[config.mk]
export PLATFORM = sky130hd
export DESIGN_NAME = rr_mux_arbiter
export DESIGN_NICKNAME = d
export VERILOG_FILES = /design/src/rtl/rr_mux_arbiter.sv
export SDC_FILE = /design/constraint.sdc
export NUM_CORES = 1
export LEC_CHECK = 0
export ABC_AREA = 1
export CORE_MARGIN = 1
export CORE_UTILIZATION = 37
export DETAILED_ROUTE_END_ITERATION = 10
export GPL_ROUTABILITY_DRIVEN = 0
export GPL_TIMING_DRIVEN = 1
export PLACE_DENSITY = 0.81
export SLEW_MARGIN = 20
export SYNTH_ARGS = -nofsm -noshare
export SYNTH_HDL_FRONTEND = slang
export SYNTH_SLANG_ARGS = --single-unit
[constraint.sdc]
create_clock -name clk -period 1.65 [get_ports clk]
set_input_delay 0.2475 -clock clk [delete_from_list [all_inputs] [get_ports clk]]
set_output_delay 0.2475 -clock clk [all_outputs]
set_load 0.02 [all_outputs]
[src/rtl/rr_mux_arbiter.sv]
// Purpose : four-way round-robin arbiter feeding a single-entry registered 4:1 output stage.
// Latency : word captured at edge N is on out_data/out_valid after edge N (1 cycle).
// Backpr. : when FULL and out_ready=0 nothing is acked; load again as the old word leaves.
//
// Ports:
//   clk, rst       rising-edge clock, asynchronous active-high reset
//   req[3:0]       per-requester valid; din[k*WIDTH +: WIDTH] is requester k's word
//   ack[3:0]       one-hot combinational grant, high in the cycle the word is captured
//   sel, out_valid, out_data   registered output stage (sel = source index)
//   out_ready      downstream accepts out_data this cycle
//   busy           out_valid | (|req)
module rr_mux_arbiter #(
    parameter int WIDTH = 8
) (
    input  logic               clk,
    input  logic               rst,
    input  logic [3:0]         req,
    input  logic [4*WIDTH-1:0] din,
    output logic [3:0]         ack,
    output logic [1:0]         sel,
    output logic               out_valid,
    output logic [WIDTH-1:0]   out_data,
    input  logic               out_ready,
    output logic               busy
);

    typedef enum logic {
        EMPTY = 1'b0,
        FULL  = 1'b1
    } state_t;

    state_t           state, state_next;
    logic [1:0]       ptr;
    logic [1:0]       grant;
    logic             load;
    logic             any_req;
    logic [WIDTH-1:0] din_arr [4];

    assign any_req   = |req;
    assign out_valid = (state == FULL);
    assign busy      = out_valid | any_req;

    // rst is part of load so ack drops the moment reset asserts, not at the next edge.
    assign load = (!out_valid || out_ready) && any_req && !rst;

    always_comb begin
        for (int k = 0; k < 4; k++) begin
            din_arr[k] = din[k*WIDTH +: WIDTH];
        end
    end

    // Walk the search order from the far end back towards ptr so the
    // requester closest to ptr (lowest offset) is the one left in grant.
    always_comb begin
        logic [1:0] idx;
        grant = ptr;
        idx   = ptr;
        for (int i = 3; i >= 0; i--) begin
            idx = ptr + 2'(i);
            if (req[idx]) begin
                grant = idx;
            end
        end
    end

    always_comb begin
        ack = 4'b0000;
        if (load) begin
            ack[grant] = 1'b1;
        end
    end

    // Output-register occupancy; a concurrent handshake and load keeps FULL.
    always_comb begin
        state_next = state;
        case (state)
            EMPTY: if (load) state_next = FULL;
            FULL:  if (out_ready && !any_req) state_next = EMPTY;
            default: state_next = EMPTY;
        endcase
    end

    always_ff @(posedge clk or posedge rst) begin
        if (rst) begin
            state <= EMPTY;
        end else begin
            state <= state_next;
        end
    end

    // Datapath and pointer only move on a load; a draining handshake leaves them.
    always_ff @(posedge clk or posedge rst) begin
        if (rst) begin
            out_data <= '0;
            sel      <= 2'd0;
            ptr      <= 2'd0;
        end else if (load) begin
            out_data <= din_arr[grant];
            sel      <= grant;
            ptr      <= grant + 2'd1;
        end
    end

endmodule

; ---- Yosys cells after proc, flatten, opt, wreduce, memory -nomap -nowiden
; Index checks and enable logic that the tools add are counted.
[classes]
n_addsub = 4
magnitude_cmp = 7
n_mux = 21
bitwise_logic = 3
reduce_logical = 9
[op_table]
columns = cell, count
row1 = binary-select mux 8 bit (select 2 bit), 1
row2 = two-way mux 8 bit, 2
row3 = less-than comparator 2 x 3 -> 1 bit (second input constant), 5
row4 = binary-select mux 1 bit (select 2 bit), 4
row5 = two-way mux 2 bit, 4
row6 = two-way mux 1 bit, 7
row7 = adder 2 x 1 -> 2 bit (second input constant), 2
row8 = adder 2 bit (second input constant), 2
row9 = logical AND 1 bit, 4
row10 = two-way mux 4 bit, 1
row11 = OR reduction 4 bit, 1
row12 = >= comparator 3 bit (second input constant), 1
row13 = logical NOT 1 bit, 3
row14 = NOT 2 -> 3 bit, 1
row15 = demux 1 bit (select 2 bit), 1
row16 = >= comparator 2 x 1 -> 1 bit (second input constant), 1
row17 = one-hot mux 1 bit (2 select lines), 1
row18 = logical OR 1 bit, 1
row19 = NOT 1 bit, 1
row20 = OR 1 bit, 1
[word_totals]
register_bits = 13
in_bits = 39
elab_cells = 48

; ---- Depth between registers and ports, before layout
[logic_depth]
ltp_word = 12
mapped_depth = 17
mapped_depth_nobuf = 16

; ---- Least setup slack after synthesis
; Ideal clock, no wire load.
[synth_path]
path_kind = register -> output
startpoint = reg ptr[0]
endpoint = out ack[0]
t_arrival_ns = 1.619
path_slack_ns = -0.216
stages_incl_launch_ff = 12
n_path_buf = 2
path_cell_list = dfrtp_1 buf_6 o21ai_1 nand2_1 nand2_1 nand2_1 nand2_2 nand2_1 nand2_4 nand2_4 buf_12 nor2_1
[synth_between]
elab_chain_cells = 12
elab_cells_between_ends = 21
classes_between = add/sub (3) / order compare (2) / mux (15) / reduce/logical (1)
[synth_rtl]
columns = element, line_no
row1 = start: declaration, 33  ; logic [1:0] ptr;
row2 = start signal: assignment, 100  ; ptr <= grant + 2'd1;
row3 = adder 2 bit, 59  ; idx = ptr + 2'(i);
row4 = binary-select mux 1 bit (select 2 bit), 60  ; if (req[idx]) begin
row5 = two-way mux 1 bit (implied by the code), 60
row6 = two-way mux 2 bit (3 in a row), 60
row7 = two-way mux 2 bit *, 60
row8 = less-than comparator 2 x 3 -> 1 bit (implied by the code) / >= comparator 2 x 1 -> 1 bit (equally long branches), 69  ; ack[grant] = 1'b1;
row9 = logical AND 1 bit (implied by the code), 69
row10 = two-way mux 1 bit (implied by the code), 69
row11 = demux 1 bit (select 2 bit) *, 69
row12 = two-way mux 4 bit *, 68  ; if (load) begin
row13 = end: declaration, 19  ; output logic [3:0] ack,
; Every way passes the cells marked *; elsewhere a longest branch is shown, timed or not. The select of a mux whose other input is x is not followed.

; ---- Final worst setup path
[layout_path]
startpoint = reg ptr[0]
endpoint = out ack[3]
; Same word-level chain as after synthesis.

==> qor.log <==
qor: finish.multi_input_comb_area 926 um2
qor: global_route.grt_pass1_wl 5720 um
qor: finish.final_layout_size_suffix_gt1_share 37.9%
qor: clocking.tritoncts_clock_tree yes
qor: pwr.power_per_cell_area 2080 mW/mm2
qor: clocking.clock_sinks 13
qor: global_route.total_grt_overflow 0
qor: drt.detailedRoute.firstIterationViolations 57
qor: timing.finClkSkew 0.00241 ns
qor: drt.routed_wirelength 4340 um
qor: worst_setup_path.reg2regPathDepth 15
qor: floorplanning.pin_count 55
qor: clocking.source_to_sink_clock_delay_at_the_later_pin_of_the_worst_skew_pair 0.28 ns
qor: pwr.switching_share 53.0%
qor: synth.yosysUniqueCellTypes 23
qor: worst_setup_path.critical_path_peak_fanout 6
qor: floorplanning.std_cell_rows 20
qor: timing.final.period_utilization 135%
qor: synth.synthCells 196
qor: pwr.seqPwrFrac 11.9%
qor: clocking.clkSlewWorstSetupHoldPaths 0.09 ns
qor: floorplanning.coreArea 0.00308 mm2
qor: worst_setup_path.setup.worst_path.end_class output port
qor: finish.post_layout_nonfiller_instances 321
qor: clocking.cts.htree.levels 1
qor: clocking.cts-buffers-inserted 3
qor: drt.route.antenna.remaining_nets 0
qor: finish.fin_nets 317
qor: placement.placed_cells 305
qor: timing.worst_slew_margin_rel 65.7%
qor: flow_run.timing.max_cap.violations 0
qor: drt.drc 0
qor: pwr.max_vdd_drop 0.921 mV
qor: pwr.switching_power 2520 uW
qor: floorplanning.die_area 0.00350 mm2
qor: timing.setup_violations 15
qor: pwr.power_frac_clock 4.3%
qor: drt.vias_per_cell 4.87
qor: finish.layout.area.seq 328 um2
qor: worst_setup_path.critical_path.startpoint_type flop
qor: timing.worstMarginPinSlew 0.513 ns
qor: finish.area.growth.synth_to_final 89.4%
qor: worst_setup_path.critPathRequiredTime 1.40 ns
qor: drt.dr.pass1.iters 5
qor: outcome.run_status complete, but fails checks
qor: worst_setup_path.reg2reg_from ptr[0]
qor: synth.synth.net_count 235
qor: floorplanning.initial_util 39.2%
qor: clocking.root_driver clkbuf_4
qor: worst_setup_path.regToRegEndpoint out_data[5]
qor: clocking.cts_hold_repair.buffers 0
qor: global_route.initial_antenna_violation_count 0
qor: outcome.failed_checks negative setup slack
qor: synth.synthesized_cell_area 0.00121 mm2
qor: clocking.cts_max_path_buffers 2
qor: timing.finalWorstSetupSlack -0.574 ns
qor: synth.ys_seq_elements 13
qor: global_route.global_route.usage.total 21.2%
qor: worst_setup_path.worstPathArrival 1.98 ns
qor: pwr.internal-power 2240 uW
qor: floorplanning.die_h 59.1 um
qor: timing.hold_violations 0
qor: global_route.grt_max_degree 17
qor: finish.antennaDiodeCount 0
qor: synth.synth_warn 0
qor: drt.wirelength_per_cell 13.5 um
qor: floorplanning.fp.dieW 59.1 um
qor: synth.yosysSeqAreaShare 26.9%
qor: timing.fin_worst_hold_slack 0.419 ns
qor: drt.vias 1,562
qor: finish.num-fill-cells 239
qor: global_route.via_count_of_the_first_global_routing_pass 1,351
qor: timing.grt_setup_unrepaired yes
qor: pwr.power_frac_comb 83.9%
qor: placement.post-dp-hpwl 2570 um
qor: synth.postSynthAreaPerCell 6.16 um2
qor: pwr.cellLeakagePower 0.00120 uW
qor: timing.maximum_frequency_from_static_timing_analysis 0.450 GHz
qor: placement.buffer_ports.inserted 54
qor: worst_setup_path.worst-setup-path-type flop to output port
qor: worst_hold_path.worst_hold_path_type input port to asynchronous set/reset pin
qor: worst_setup_path.reg2reg_slack -0.36 ns
qor: timing.final_period_minus_worst_setup_slack 2.22 ns
qor: timing.slew_viol_final 0
[worst max-delay path, cell delays in order, from the launching register on]
cell,delay (ns)
dfrtp_2,0.44
buf_12,0.15
clkinv_8,0.06
nand2_4,0.05
nand2_4,0.08
nand2_4,0.06
nand2_2,0.07
nand2_2,0.07
a31oi_4,0.25
nor2_4,0.10
buf_6,0.14
nor2_4,0.10
buf_6,0.12
[timing repair]
action                     CTS  global route
gates resized for setup     46            48
pin swaps                    8            22
setup endpoints to repair   17            17
gates cloned                 0             0
setup buffers               11            10
[cells by family (layout without fill, tap and decap cells)]
logic type	after synthesis	in the layout	synth area share (%)
AND/OR/NAND/NOR	139	139	54.6
buffers and inverters	38	119	15.2
flip-flops	13	13	26.9
AO/OA/AOI/OAI	6	6	3.21
[cell usage after synthesis]
library cell / count / area [um2]
nand3_2: 9 / 90.1
clkinv_1: 1 / 3.75
dfrtp_1: 13 / 325
nor3_1: 1 / 5.00
o21a_1: 2 / 15.0
nor2_1: 5 / 18.8
buf_2: 1 / 5.00
nand2_4: 2 / 22.5
buf_12: 1 / 20.0
nor2_4: 1 / 11.3
buf_6: 1 / 11.3
nor4_1: 1 / 6.26
o21ai_1: 1 / 5.00
a31oi_1: 1 / 6.26
inv_2: 2 / 7.51
nand2_1: 88 / 330
nand3_1: 20 / 100
inv_6: 1 / 8.76
inv_1: 28 / 105
a21oi_1: 1 / 5.00
nand2_2: 12 / 75.1
buf_4: 3 / 22.5
a22oi_1: 1 / 7.51
[layer usage]
layer	vias to the layer above	GRT usage (%)	share of wire [%]
met2	63	39.1	54
met5	-	0	0
li1	754	-	-
met4	0	1.70	3.0
met3	6	4.59	5.6
met1	739	26.1	37
[power by group through the flow]
stage	registers (uW)	logic (uW)	clock network (uW)
2_1_floorplan	684	1920	0
3_3_place_gp	588	2820	0
3_5_place_dp	585	2860	0
4_1_cts	558	3180	204
5_1_grt	580	4280	227
6_report	565	4000	203
[how the worst max path moves through the flow]
stage / from / to / slack, ns / depth (start not counted)
2_1_floorplan: ptr[0] / ack[2] / -0.16 / 15
3_3_place_gp: req[1] / ack[1] / -0.85 / 10
3_5_place_dp: req[1] / ack[1] / -0.90 / 10
4_1_cts: ptr[0] / ack[2] / -0.44 / 13
5_1_grt: ptr[0] / ack[0] / -0.65 / 11
6_report: ptr[0] / ack[3] / -0.57 / 12
[sequential cells by signal, summed over array words and instances (netlist names)]
register / cells
out_data: 8
out_valid: 1
ptr: 2
sel: 2
[placed cells by master, fill, tap and decap left out, types with 2 or more instances in the layout]
master,n
nand2_1,65
clkdlybuf4s50_1,46
inv_1,25
nand2_2,24
buf_4,21
nand3_1,18
nand2_4,11
dfrtp_1,11
nand3_2,10
buf_6,9
inv_2,5
nor2_4,4
clkbuf_4,3
buf_12,3
nand2_8,2
o21a_1,2
dlygate4sd2_1,2
dfrtp_2,2
[metrics by stage]
stage	instance area, um2	setup TNS (ns)	util (%)	total power, uW	setup WS (ns)
2_1_floorplan	1220	-0.662	-	2610	-0.163
3_3_place_gp	1890	-8.23	61.3	3400	-0.848
3_5_place_dp	1890	-8.85	61.3	3450	-0.899
4_1_cts	2040	-3.69	66.3	3950	-0.441
5_1_grt	2290	-6.76	74.3	5090	-0.646
6_report	2290	-5.35	74.3	4760	-0.574
[area by class of cell]
| class | instances | share of cell area, % |
|---|---|---|
| Timing Repair Buffer | 83 | 35.6 |
| Multi-Input combinational cell | 145 | 40.5 |
| Inverter | 32 | 5.96 |
| Clock inverter | 1 | 0.219 |
| Tap cell | 44 | 2.41 |
| Clock buffer | 3 | 0.985 |
| Sequential cell | 13 | 14.3 |
(Power assumes the default switching activity.)
